`src/rtl/div_unit.sv`:
```
// div_unit: multi-cycle radix-2 restoring divider for DIV/DIVU, one quotient bit per cycle.
//   clk          clock, all state on rising edge
//   rst          asynchronous active-low reset
//   signed_div_i 1 = signed (DIV), 0 = unsigned (DIVU)
//   opdata1_i    dividend, sampled when leaving FREE
//   opdata2_i    divisor, sampled when leaving FREE
//   start_i      request, held high until ready_o is seen
//   annul_i      cancel an in-flight division
//   result_o     {remainder, quotient}, registered, nonzero only in END
//   ready_o      result valid, registered, high only in END
module div_unit #(
  parameter int WIDTH = 32
) (
  input  logic               clk,
  input  logic               rst,
  input  logic               signed_div_i,
  input  logic [WIDTH-1:0]   opdata1_i,
  input  logic [WIDTH-1:0]   opdata2_i,
  input  logic               start_i,
  input  logic               annul_i,
  output logic [2*WIDTH-1:0] result_o,
  output logic               ready_o
);
  localparam int CW = $clog2(WIDTH);
  typedef enum logic [1:0] {FREE, BYZERO, ON, END} state_t;
  state_t            state;
  logic [CW-1:0]     cnt;
  logic [WIDTH-1:0]  rem, dvd, dvs;
  logic              neg_q, neg_r;
  logic              neg1, neg2;
  logic [WIDTH-1:0]  mag1, mag2;
  logic [WIDTH:0]    shifted, trial;
  logic              qbit;
  logic [WIDTH-1:0]  rem_n, quo_n, rem_fix, quo_fix;
  always_comb begin
    neg1    = signed_div_i & opdata1_i[WIDTH-1];
    neg2    = signed_div_i & opdata2_i[WIDTH-1];
    mag1    = neg1 ? -opdata1_i : opdata1_i;
    mag2    = neg2 ? -opdata2_i : opdata2_i;
    // next dividend bit enters the partial remainder, then a trial subtract
    shifted = {rem, dvd[WIDTH-1]};
    trial   = shifted - {1'b0, dvs};
    qbit    = ~trial[WIDTH];
    rem_n   = qbit ? trial[WIDTH-1:0] : shifted[WIDTH-1:0];
    quo_n   = {dvd[WIDTH-2:0], qbit};
    quo_fix = neg_q ? -quo_n : quo_n;
    rem_fix = neg_r ? -rem_n : rem_n;
  end
  always_ff @(posedge clk or negedge rst) begin
    if (!rst) begin
      state    <= FREE;
      cnt      <= '0;
      rem      <= '0;
      dvd      <= '0;
      dvs      <= '0;
      neg_q    <= 1'b0;
      neg_r    <= 1'b0;
      result_o <= '0;
      ready_o  <= 1'b0;
    end else begin
      case (state)
        FREE: begin
          cnt      <= '0;
          result_o <= '0;
          ready_o  <= 1'b0;
          if (start_i && !annul_i) begin
            state <= (opdata2_i == '0) ? BYZERO : ON;
            rem   <= '0;
            dvd   <= mag1;
            dvs   <= mag2;
            neg_q <= neg1 ^ neg2;
            neg_r <= neg1;
          end
        end
        // zero divisor waits two edges so its latency is E2
        BYZERO: begin
          if (annul_i) begin
            state <= FREE;
            cnt   <= '0;
          end else if (cnt == CW'(1)) begin
            state    <= END;
            cnt      <= '0;
            result_o <= '0;
            ready_o  <= 1'b1;
          end else begin
            cnt <= cnt + CW'(1);
          end
        end
        ON: begin
          if (annul_i) begin
            state <= FREE;
            cnt   <= '0;
          end else begin
            rem <= rem_n;
            dvd <= quo_n;
            cnt <= cnt + CW'(1);
            if (cnt == CW'(WIDTH - 1)) begin
              state    <= END;
              cnt      <= '0;
              result_o <= {rem_fix, quo_fix};
              ready_o  <= 1'b1;
            end
          end
        end
        END: begin
          if (!start_i || annul_i) begin
            state    <= FREE;
            result_o <= '0;
            ready_o  <= 1'b0;
          end
        end
        default: state <= FREE;
      endcase
    end
  end
endmodule

```
`config.mk`:
```
export PLATFORM = sky130hd
export DESIGN_NAME = div_unit
export DESIGN_NICKNAME = d
export VERILOG_FILES = /design/src/rtl/div_unit.sv
export SDC_FILE = /design/constraint.sdc
export NUM_CORES = 1
export LEC_CHECK = 0
export BUFFER_PORTS_ARGS = -buffer_cell sky130_fd_sc_hd__clkbuf_2
export CORE_MARGIN = 2
export CORE_UTILIZATION = 30
export DETAILED_ROUTE_END_ITERATION = 10
export PLACE_DENSITY = 0.45
export REMOVE_ABC_BUFFERS = 1
export SKIP_LAST_GASP = 1
export SYNTH_ARGS = -nofsm -noshare
export SYNTH_HDL_FRONTEND = slang
export SYNTH_SLANG_ARGS = --single-unit
export TNS_END_PERCENT = 50
```
`constraint.sdc`:
```
create_clock -name clk -period 5.9 [get_ports clk]
set_input_delay 0 -clock clk [delete_from_list [all_inputs] [get_ports clk]]
set_output_delay 0 -clock clk [all_outputs]
set_load 0.02 [all_outputs]
```
Word level (Yosys, flattened, before mapping)
Cells that the tools add are included.

Flip-flop bits (word level): 170. Logic and storage cells: 80.

Add/subtract/negate cells: 6. Equal/unequal tests: 13. Muxes and demuxes: 36. Bitwise logic cells: 4. Reductions and logical operators: 12.

Operators with widths (number): 64-bit two-way mux (5); 32-bit two-way mux (9); 64-bit one-hot mux with 4 select lines (1); 32-bit negation (4); 32-bit one-hot mux with 2 select lines (2); 33-bit by 32-bit subtractor with 33-bit output (1); 32-bit logical NOT (1); 5-bit two-way mux (4); 5-bit one-hot mux with 3 select lines (1); 2-bit two-way mux (7); 2-bit != test (second input constant) (6); 2-bit one-hot mux with 4 select lines (1); 3-bit != test (second input constant) (2); 5-bit by 1-bit adder with 5-bit output (second input constant) (1); 5-bit by 1-bit equality test with 1-bit output (second input constant) (1); 5-bit equality test (second input constant) (1); 1-bit two-way mux (5); 5-bit AND reduction (1); 2-bit equality test (second input constant) (2); 1-bit one-hot mux with 4 select lines (1); 4-bit AND reduction (1); 3-bit AND reduction (1); 3-bit nonzero test (1); 1-bit bitwise AND (2); other kinds (9) (10).

Logic depth before layout (Yosys ltp)
Gate-level depths: netlist (run 1).

Word-level depth: 7. Depth in mapped cells: 25. Gate-level depth less buffers: 22.

Worst setup path after synthesis (run 1)
OpenSTA, ideal clock, no wires.

Path kind: reg-to-reg. Start: reg dvd[31]. End: reg result_o[56]. Data arrival time: 4.837 ns. Data required time: 5.774 ns. Slack: 0.937 ns. Cell stages (with the launch flop): 24. Buffers on the path: 2. Period minus slack after synthesis: 4.963 ns. Cells stage by stage: dfrtp_1 inv_1 ha_1 inv_1 fa_1 a211oi_2 o211ai_1 nand2_1 a31oi_1 nor3_2 nor2_4 inv_2 buf_2 buf_1 mux2i_1 ha_1 inv_1 a31oi_1 nor4b_1 nand4_1 o41a_1 nand3b_1 o2111a_1 a221o_1.

Word-level cells in the longest chain between the ends: 7.

RTL lines: start, declared (line 28) `logic [WIDTH-1:0] rem, dvd, dvs;`; start signal, assigned (line 69) `dvd <= mag1;`; start signal, assigned (line 95) `dvd <= quo_n;`; 33-bit by 32-bit subtractor with 33-bit output (line 42) `trial = shifted - {1'b0, dvs};`; 32-bit two-way mux * (line 44) `rem_n = qbit ? trial[WIDTH-1:0] : shifted[WIDTH-1:0];`; 32-bit negation (line 47) `rem_fix = neg_r ? -rem_n : rem_n;`; 32-bit two-way mux * (line 47); 64-bit two-way mux * (line 97) `if (cnt == CW'(WIDTH - 1)) begin`; 64-bit two-way mux * (line 90) `if (annul_i) begin`; 64-bit one-hot mux with 4 select lines * (line 61) `case (state)`; end signal, assigned (line 100) `result_o <= {rem_fix, quo_fix};`; end, declared (line 21) `output logic [2*WIDTH-1:0] result_o,`.

Mark *: on every way between the ends. The rest lies on a longest branch, timed or not. The select of a mux whose other input is x is not followed. A chain may end at the register's enable or synchronous reset.

Worst setup path after layout (run 1)
Start: reg dvd[31]. End: reg result_o[26].

Word-level cells in the longest chain between the ends: 7.

RTL lines: 33-bit by 32-bit subtractor with 33-bit output (line 42); 1-bit inverter (line 43) `qbit = ~trial[WIDTH];`; 32-bit negation (line 46) `quo_fix = neg_q ? -quo_n : quo_n;`; 32-bit two-way mux (line 46); 64-bit two-way mux (line 97); 64-bit two-way mux (line 90); 64-bit one-hot mux with 4 select lines (line 61).

No other way between the ends. The select of a mux whose other input is x is not followed.

==> results of run 1 <==
[timing repair]
item                                   CTS  global route
gates resized for setup                  0             0
hold buffers                            40             0
endpoints found under the hold margin  115             0
[cell families after synthesis]
| kind of cell | share of synthesized area |
|---|---|
| and+or+nand+nor | 0.201 |
| buffers and inverters | 0.0448 |
| muxes | 0.0282 |
| DFF | 0.341 |
| adders and majority gates | 0.0458 |
| AOI/OAI and AO/OA | 0.253 |
| xor gates and xnor gates | 0.0857 |
[placed cells by master, fill, tap and decap left out, drive strengths merged, types with 7 or more instances in the layout]
master and n:
a211o 7, a211oi 9, a21boi 7, a21o 8, a21oi 127, a31oi 11
and2 17, and3 18, buf 16, clkbuf 149, dfrtp 170, dlygate4sd3 40
ha 44, inv 65, mux2 9, mux2i 25, nand2 224, nand2b 7
nand3 20, nand4 13, nor2 100, nor2b 7, nor3 34, nor4 18
o211ai 14, o21ai 221, o31ai 35, o41ai 13, or3 20, or4 15
xnor2 56, xor2 66
[cell usage after synthesis, types with 7 or more instances]
master and count:
ha_1 44, nand2_1 224, clkbuf_1 61, nor4_1 17
nand4_1 13, buf_2 14, nand3_1 19, a211o_1 7
nor3_1 32, o31ai_1 34, or3_1 19, o21ai_1 9
o41ai_1 10, mux2_2 9, nor2_1 98, and3_1 18
nor2b_1 7, or4_1 10, xnor2_1 56, o211ai_1 14
a31oi_1 10, inv_1 55, nand2b_1 7, o21ai_0 210
a21oi_1 122, a211oi_1 7, dfrtp_1 170, and2_1 16
xor2_1 66, a21o_1 8, mux2i_1 25
[worst max-delay path by stage]
stage	startpoint	end	cells after the start
after floorplan	state[0]$_DFFE_PN0P_	dvd[0]$_DFFE_PN0P_	7
after global placement	dvd[31]$_DFFE_PN0P_	result_o[26]$_DFFE_PN0P_	19
after detailed placement	dvd[31]$_DFFE_PN0P_	result_o[26]$_DFFE_PN0P_	19
after CTS	dvd[31]$_DFFE_PN0P_	result_o[26]$_DFFE_PN0P_	19
after global routing	rem[14]$_DFFE_PN0P_	result_o[58]$_DFFE_PN0P_	18
final	dvd[31]$_DFFE_PN0P_	result_o[26]$_DFFE_PN0P_	19
[sequential cells by signal, summed over array words and instances (netlist names)]
signal	count
dvd	32
state	2
neg_q	1
ready_o	1
dvs	32
result_o	64
rem	32
cnt	5
neg_r	1
[worst max-delay path: cells and delay by family, from the launching register on]
family          cells  cell delay [ns]
compound gates      6             1.37
simple gates        5             1.25
fa+ha+maj           3             0.87
buf+inv             4             0.64
flops               1             0.40
xor+xnor            1             0.18
[metal layers]
layer | global-route usage | wire length [µm] | vias up
li1 | - | - | 5760
met1 | 0.256 | 19300 | 5723
met2 | 0.316 | 19700 | 201
met3 | 0.0309 | 1440 | 44
met4 | 0.0501 | 788 | 0
met5 | 0 | 0 | -
[final cells by class]
type / count / share of cell area
timing repair buffer: 188 / 0.0820
multi-input combinational: 1225 / 0.526
sequential: 170 / 0.291
clock buffer: 17 / 0.0291
inverter: 56 / 0.0144
tap: 532 / 0.0456
clock inverter: 15 / 0.0116
[power by group through the flow]
stage               Combinational [mW]  Clock, mW  Sequential (mW)
floorplan                         4.36          0             2.05
global placement                  6.41          0             2.03
detailed placement                6.40          0             2.04
CTS                               6.46       1.20             2.01
global route                      7.10       1.25             2.08
finish                            6.44       1.17             2.02
==> results.cfg, run 1 <==
[clock_network]
clk_latency_ns = 0.47
post_cts_buffers = 0
cts_tree = yes
numCtsBuffers = 17
root_buffer = clkbuf_16
h-tree-depth = 4
clk_pin_slew_ns = 0.09
clkSinkCount = 170
clockBufferDepth = 2

[power]
switching_share = 0.542
internal_power_mw = 4.40
irDropWorstVdd_v = 0.000399
p_clk_frac = 0.121
p_seq_frac = 0.209
powerDensity_nw_per_um2 = 659
leakage_nw = 6.30
p_total_mw = 9.62
combPwrFrac = 0.669
p_switching_mw = 5.22

[die]
core_um2 = 40900
die_area_um2 = 43200
die_height_um = 208
initial_utilization = 0.305
fp.dieW_um = 208
rows = 74
io_pins = 134

[synthesis]
synth_edf_count = 0
synth-seq-area-share = 0.341
synth_top_area_frac = 0.341
syn_area_um2 = 12500
async_flop_share = 1.00
synth_area_leaders = dfrtp_1 34%, o21ai_0 8.4%, nand2_1 6.7%
synth_area_leader_cell = dfrtp_1
syn_area_per_cell_um2 = 8.13
synth_warnings = 0
ys.flop_type = dfrtp_1
synth.distinct_cells = 88
synth.ff_latch_count = 170
syn-instance-count = 1534

[timing]
slew_headroom = 0.220
whs_ns = 0.0277
worst_pin_slew_ns = 1.17
setup_viol = 0
hold_viol = 0
fmax_mhz = 207
slew_violations = 0
rsz0062_at_grt = false
fin_skew_ns = 0.0231
setup_ws_ns = 1.07
fin_crit_sh = 0.819
period_needed_ns = 4.83
setup_tns_ns = 0

[critical_path]
cp-end-kind = flip-flop
critPathLaunchType = flip-flop
r2r-end = result_o[26]$_DFFE_PN0P_
crit_arrival_ns = 5.17
crit_path_max_fanout = 30
crit_path_max_incr_delay_ns = 0.63
path_class = flip-flop to flip-flop
r2r_start = dvd[31]$_DFFE_PN0P_
cp.required_ns = 6.23
path_cells = inv_1 -> ha_1 -> inv_1 -> fa_1 -> a211oi_2 -> o211ai_1 -> nand2_1 -> a31oi_1 -> nor3_2 -> nor2_4 -> inv_2 -> buf_4 -> ha_1 -> nand2b_1 -> or4_1 -> o41a_1 -> o31ai_2 -> xor2_1 -> o21ai_1
regToRegSetupSlack_ns = 1.07
reg2reg_depth = 19
worst_path_max_delay_cell = or4_1

[drt]
drc = 0
drtAntennaViolNets = 0
viasPerCell = 5.32
dr.pass1.iters = 5
drt_iter0_markers = 894
routed_wl_mm = 41.2
wl_per_cell_um = 18.7
num_vias = 11700

[min_path]
hp-class = input port to flip-flop
holdPathStages = 5
holdPathEnd = dvd[17]$_DFFE_PN0P_
hold_path.startpoint = opdata1_i[17]

[layout]
fillers = 4315
antennaDiodeCount = 0
fin_cells = 2203
fin_area_um2 = 14600
nets = 1772
layout-drive-gt1-share = 0.140
finish.utilization = 0.357
area_delta_synth_final_pct = 17.2
multi_input_area_um2 = 7680
regArea_um2 = 4250

[place]
dp_slack_ns = 1.11
place_inst = 2131
io_buffers = 133
place_congestion = 0.899
dpl_cell_area_um2 = 13600
dp_hpwl_mm = 30.9

[global_routing]
grt_max_degree = 84
antenna_found_initial = 0
grt_pass1_vias = 11600
grt_pass1_wl_mm = 65.6
grt_usage = 0.190
gr-total-overflow = 0

[status]
status = finished clean

[run]
cap_violations = 0
No activity file was read; power rests on OpenSTA's default activity.
==> run 2: changes to the inputs <==
- PLACE_DENSITY: 0.45 -> 0.47
- clock period: 5.9 -> 4.1 ns (I/O delays scaled with it)
==> run 2 against run 1 <==
Net effect: the flow now finishes with violations (setup timing); worst hold slack got worse by 0.011 ns; cell count grew 8.3%; routed wire length increased by 1.4%; core utilization grew 3.9 points; sequential share of layout area is 2.9 points lower; die area unchanged; non-clock buffer count is 183 higher; critical path depth up 1; combinational power grew 79%.
==> results.cfg, run 2 (synthesis results as in run 1) <==
[clock_network]
cts_tree = yes
clk_pin_slew_ns = 0.07
numCtsBuffers = 17
h-tree-depth = 4
clkSinkCount = 170
root_buffer = clkbuf_16
clk_latency_ns = 0.45
clockBufferDepth = 2

[drt]
dr.pass1.iters = 5
drtAntennaViolNets = 0
drt_iter0_markers = 758
viasPerCell = 5.18
num_vias = 12400
drc = 0
wl_per_cell_um = 17.5
routed_wl_mm = 41.8

[critical_path]
cp.required_ns = 4.44
crit_path_max_incr_delay_ns = 0.45
cp_common_cell = inv_2
critPathLaunchType = flip-flop
cp_top_family = compound AO/OA/AOI/OAI gates
path_class = flip-flop to flip-flop
crit_path_max_fanout = 6
worst_path_max_delay_cell = o41a_1
path_cells = inv_2 -> ha_4 -> inv_2 -> fa_2 -> a211oi_4 -> o211ai_1 -> nand2_1 -> a31oi_4 -> o21a_1 -> nor2_4 -> inv_4 -> mux2i_2 -> ha_2 -> buf_6 -> nand2_4 -> or3_4 -> o41a_1 -> nand3b_1 -> o2111a_1 -> a221o_1
cp-end-kind = flip-flop
cp.buffers_inverters = 4
crit_arrival_ns = 4.66

[run]
cap_violations = 0

[layout]
nets = 1955
top_register = result_o
antennaDiodeCount = 0
largest_register_ffs = 64
final_common_cell = nand2_1
layout-drive-gt1-share = 0.243
area_delta_synth_final_pct = 29.9
layout_common_cells = 221 x nand2_1, 203 x o21ai_0, 196 x buf_4

[timing]
rsz0062_at_grt = true
fin_skew_ns = 0.0116
fmax_mhz = 231
whs_ns = 0.0167
period_needed_ns = 4.32
setup_ws_ns = -0.223
fin_crit_sh = 1.05
worst_pin_slew_ns = 1.11
slew_violations = 0
slew_headroom = 0.263
setup_viol = 9
setup_tns_ns = -1.46
hold_viol = 0

[place]
io_buffers = 133
dp_hpwl_mm = 32.0
dp_slack_ns = -0.481
place_congestion = 0.890

[global_routing]
grt_pass1_wl_mm = 66.9
antenna_found_initial = 1
grt_usage = 0.193
grt_pass1_vias = 12300
gr-total-overflow = 0
grt_max_degree = 75

[power]
p_total_mw = 16.0
leakage_nw = 7.23
irDropWorstVdd_v = 0.000523
powerDensity_nw_per_um2 = 986

[die]
initial_utilization = 0.305
io_pins = 134
fp.dieW_um = 208
core_um2 = 40900
rows = 74
die_height_um = 208
die_area_um2 = 43200

[status]
status = finished with violations
violations = setup timing

[min_path]
hp-class = input port to flip-flop
[run 2: path summary, 6_finish.rpt]
check / startpoint / to / slack (ns) / depth (start not counted)
max in group asynchronous: rst / result_o[44]$_DFFE_PN0P_ / 2.92 / 3
min reg2reg: result_o[5]$_DFFE_PN0P_ / result_o[5]$_DFFE_PN0P_ / 0.48 / 2
max: dvd[31]$_DFFE_PN0P_ / result_o[56]$_DFFE_PN0P_ / -0.22 / 20
min: opdata1_i[16] / dvd[16]$_DFFE_PN0P_ / 0.02 / 5
max reg2reg: dvd[31]$_DFFE_PN0P_ / result_o[56]$_DFFE_PN0P_ / -0.22 / 20
min in group asynchronous: rst / dvs[4]$_DFFE_PN0P_ / 0.16 / 2
[run 2: power breakdown]
group          total (mW)  switching [mW]  internal (mW)
Clock                1.65           0.743          0.904
Sequential           2.86           0.584           2.28
Combinational        11.5            6.63           4.83
[run 2: what timing repair did]
action,in CTS,in global routing
resized for setup,24,37
pin swaps,11,29
setup buffers,10,10
setup endpoints to repair,15,29
hold buffers,38,0
endpoints found under the hold margin,106,0
[run 2: worst reg2reg max path, stage by stage (launching register included)]
cell      delay, ns
dfrtp_1        0.39
inv_2          0.08
ha_4           0.13
inv_2          0.03
fa_2           0.37
a211oi_4       0.23
o211ai_1       0.15
nand2_1        0.16
a31oi_4        0.12
o21a_1         0.23
nor2_4         0.14
inv_4          0.06
mux2i_2        0.19
ha_2           0.25
buf_6          0.11
nand2_4        0.04
or3_4          0.34
o41a_1         0.45
nand3b_1       0.23
o2111a_1       0.24
a221o_1        0.26
[run 2: per-layer routing]
layer | vias up | wire length [µm] | track usage
li1 | 6132 | - | -
met3 | 42 | 1490 | 0.0313
met5 | - | 13 | 0
met4 | 2 | 915 | 0.0575
met2 | 195 | 19800 | 0.320
met1 | 5980 | 19600 | 0.259
[run 2: stage by stage]
step	util	instance area, µm²	instances
3_5_place_dp	0.363	14900	2301
2_1_floorplan	-	12100	1451
4_1_cts	0.391	16000	2380
3_3_place_gp	0.363	14900	2301
6_report	0.396	16200	2385
5_1_grt	0.396	16200	2385
[run 2: final cells by class]
cell class | instances | area, µm²
fill | 4260 | 24700
multi-input combinational | 1225 | 7910
sequential | 170 | 4250
timing repair buffer | 371 | 2580
tap | 532 | 666
clock buffer | 19 | 433
inverter | 56 | 213
clock inverter | 12 | 138
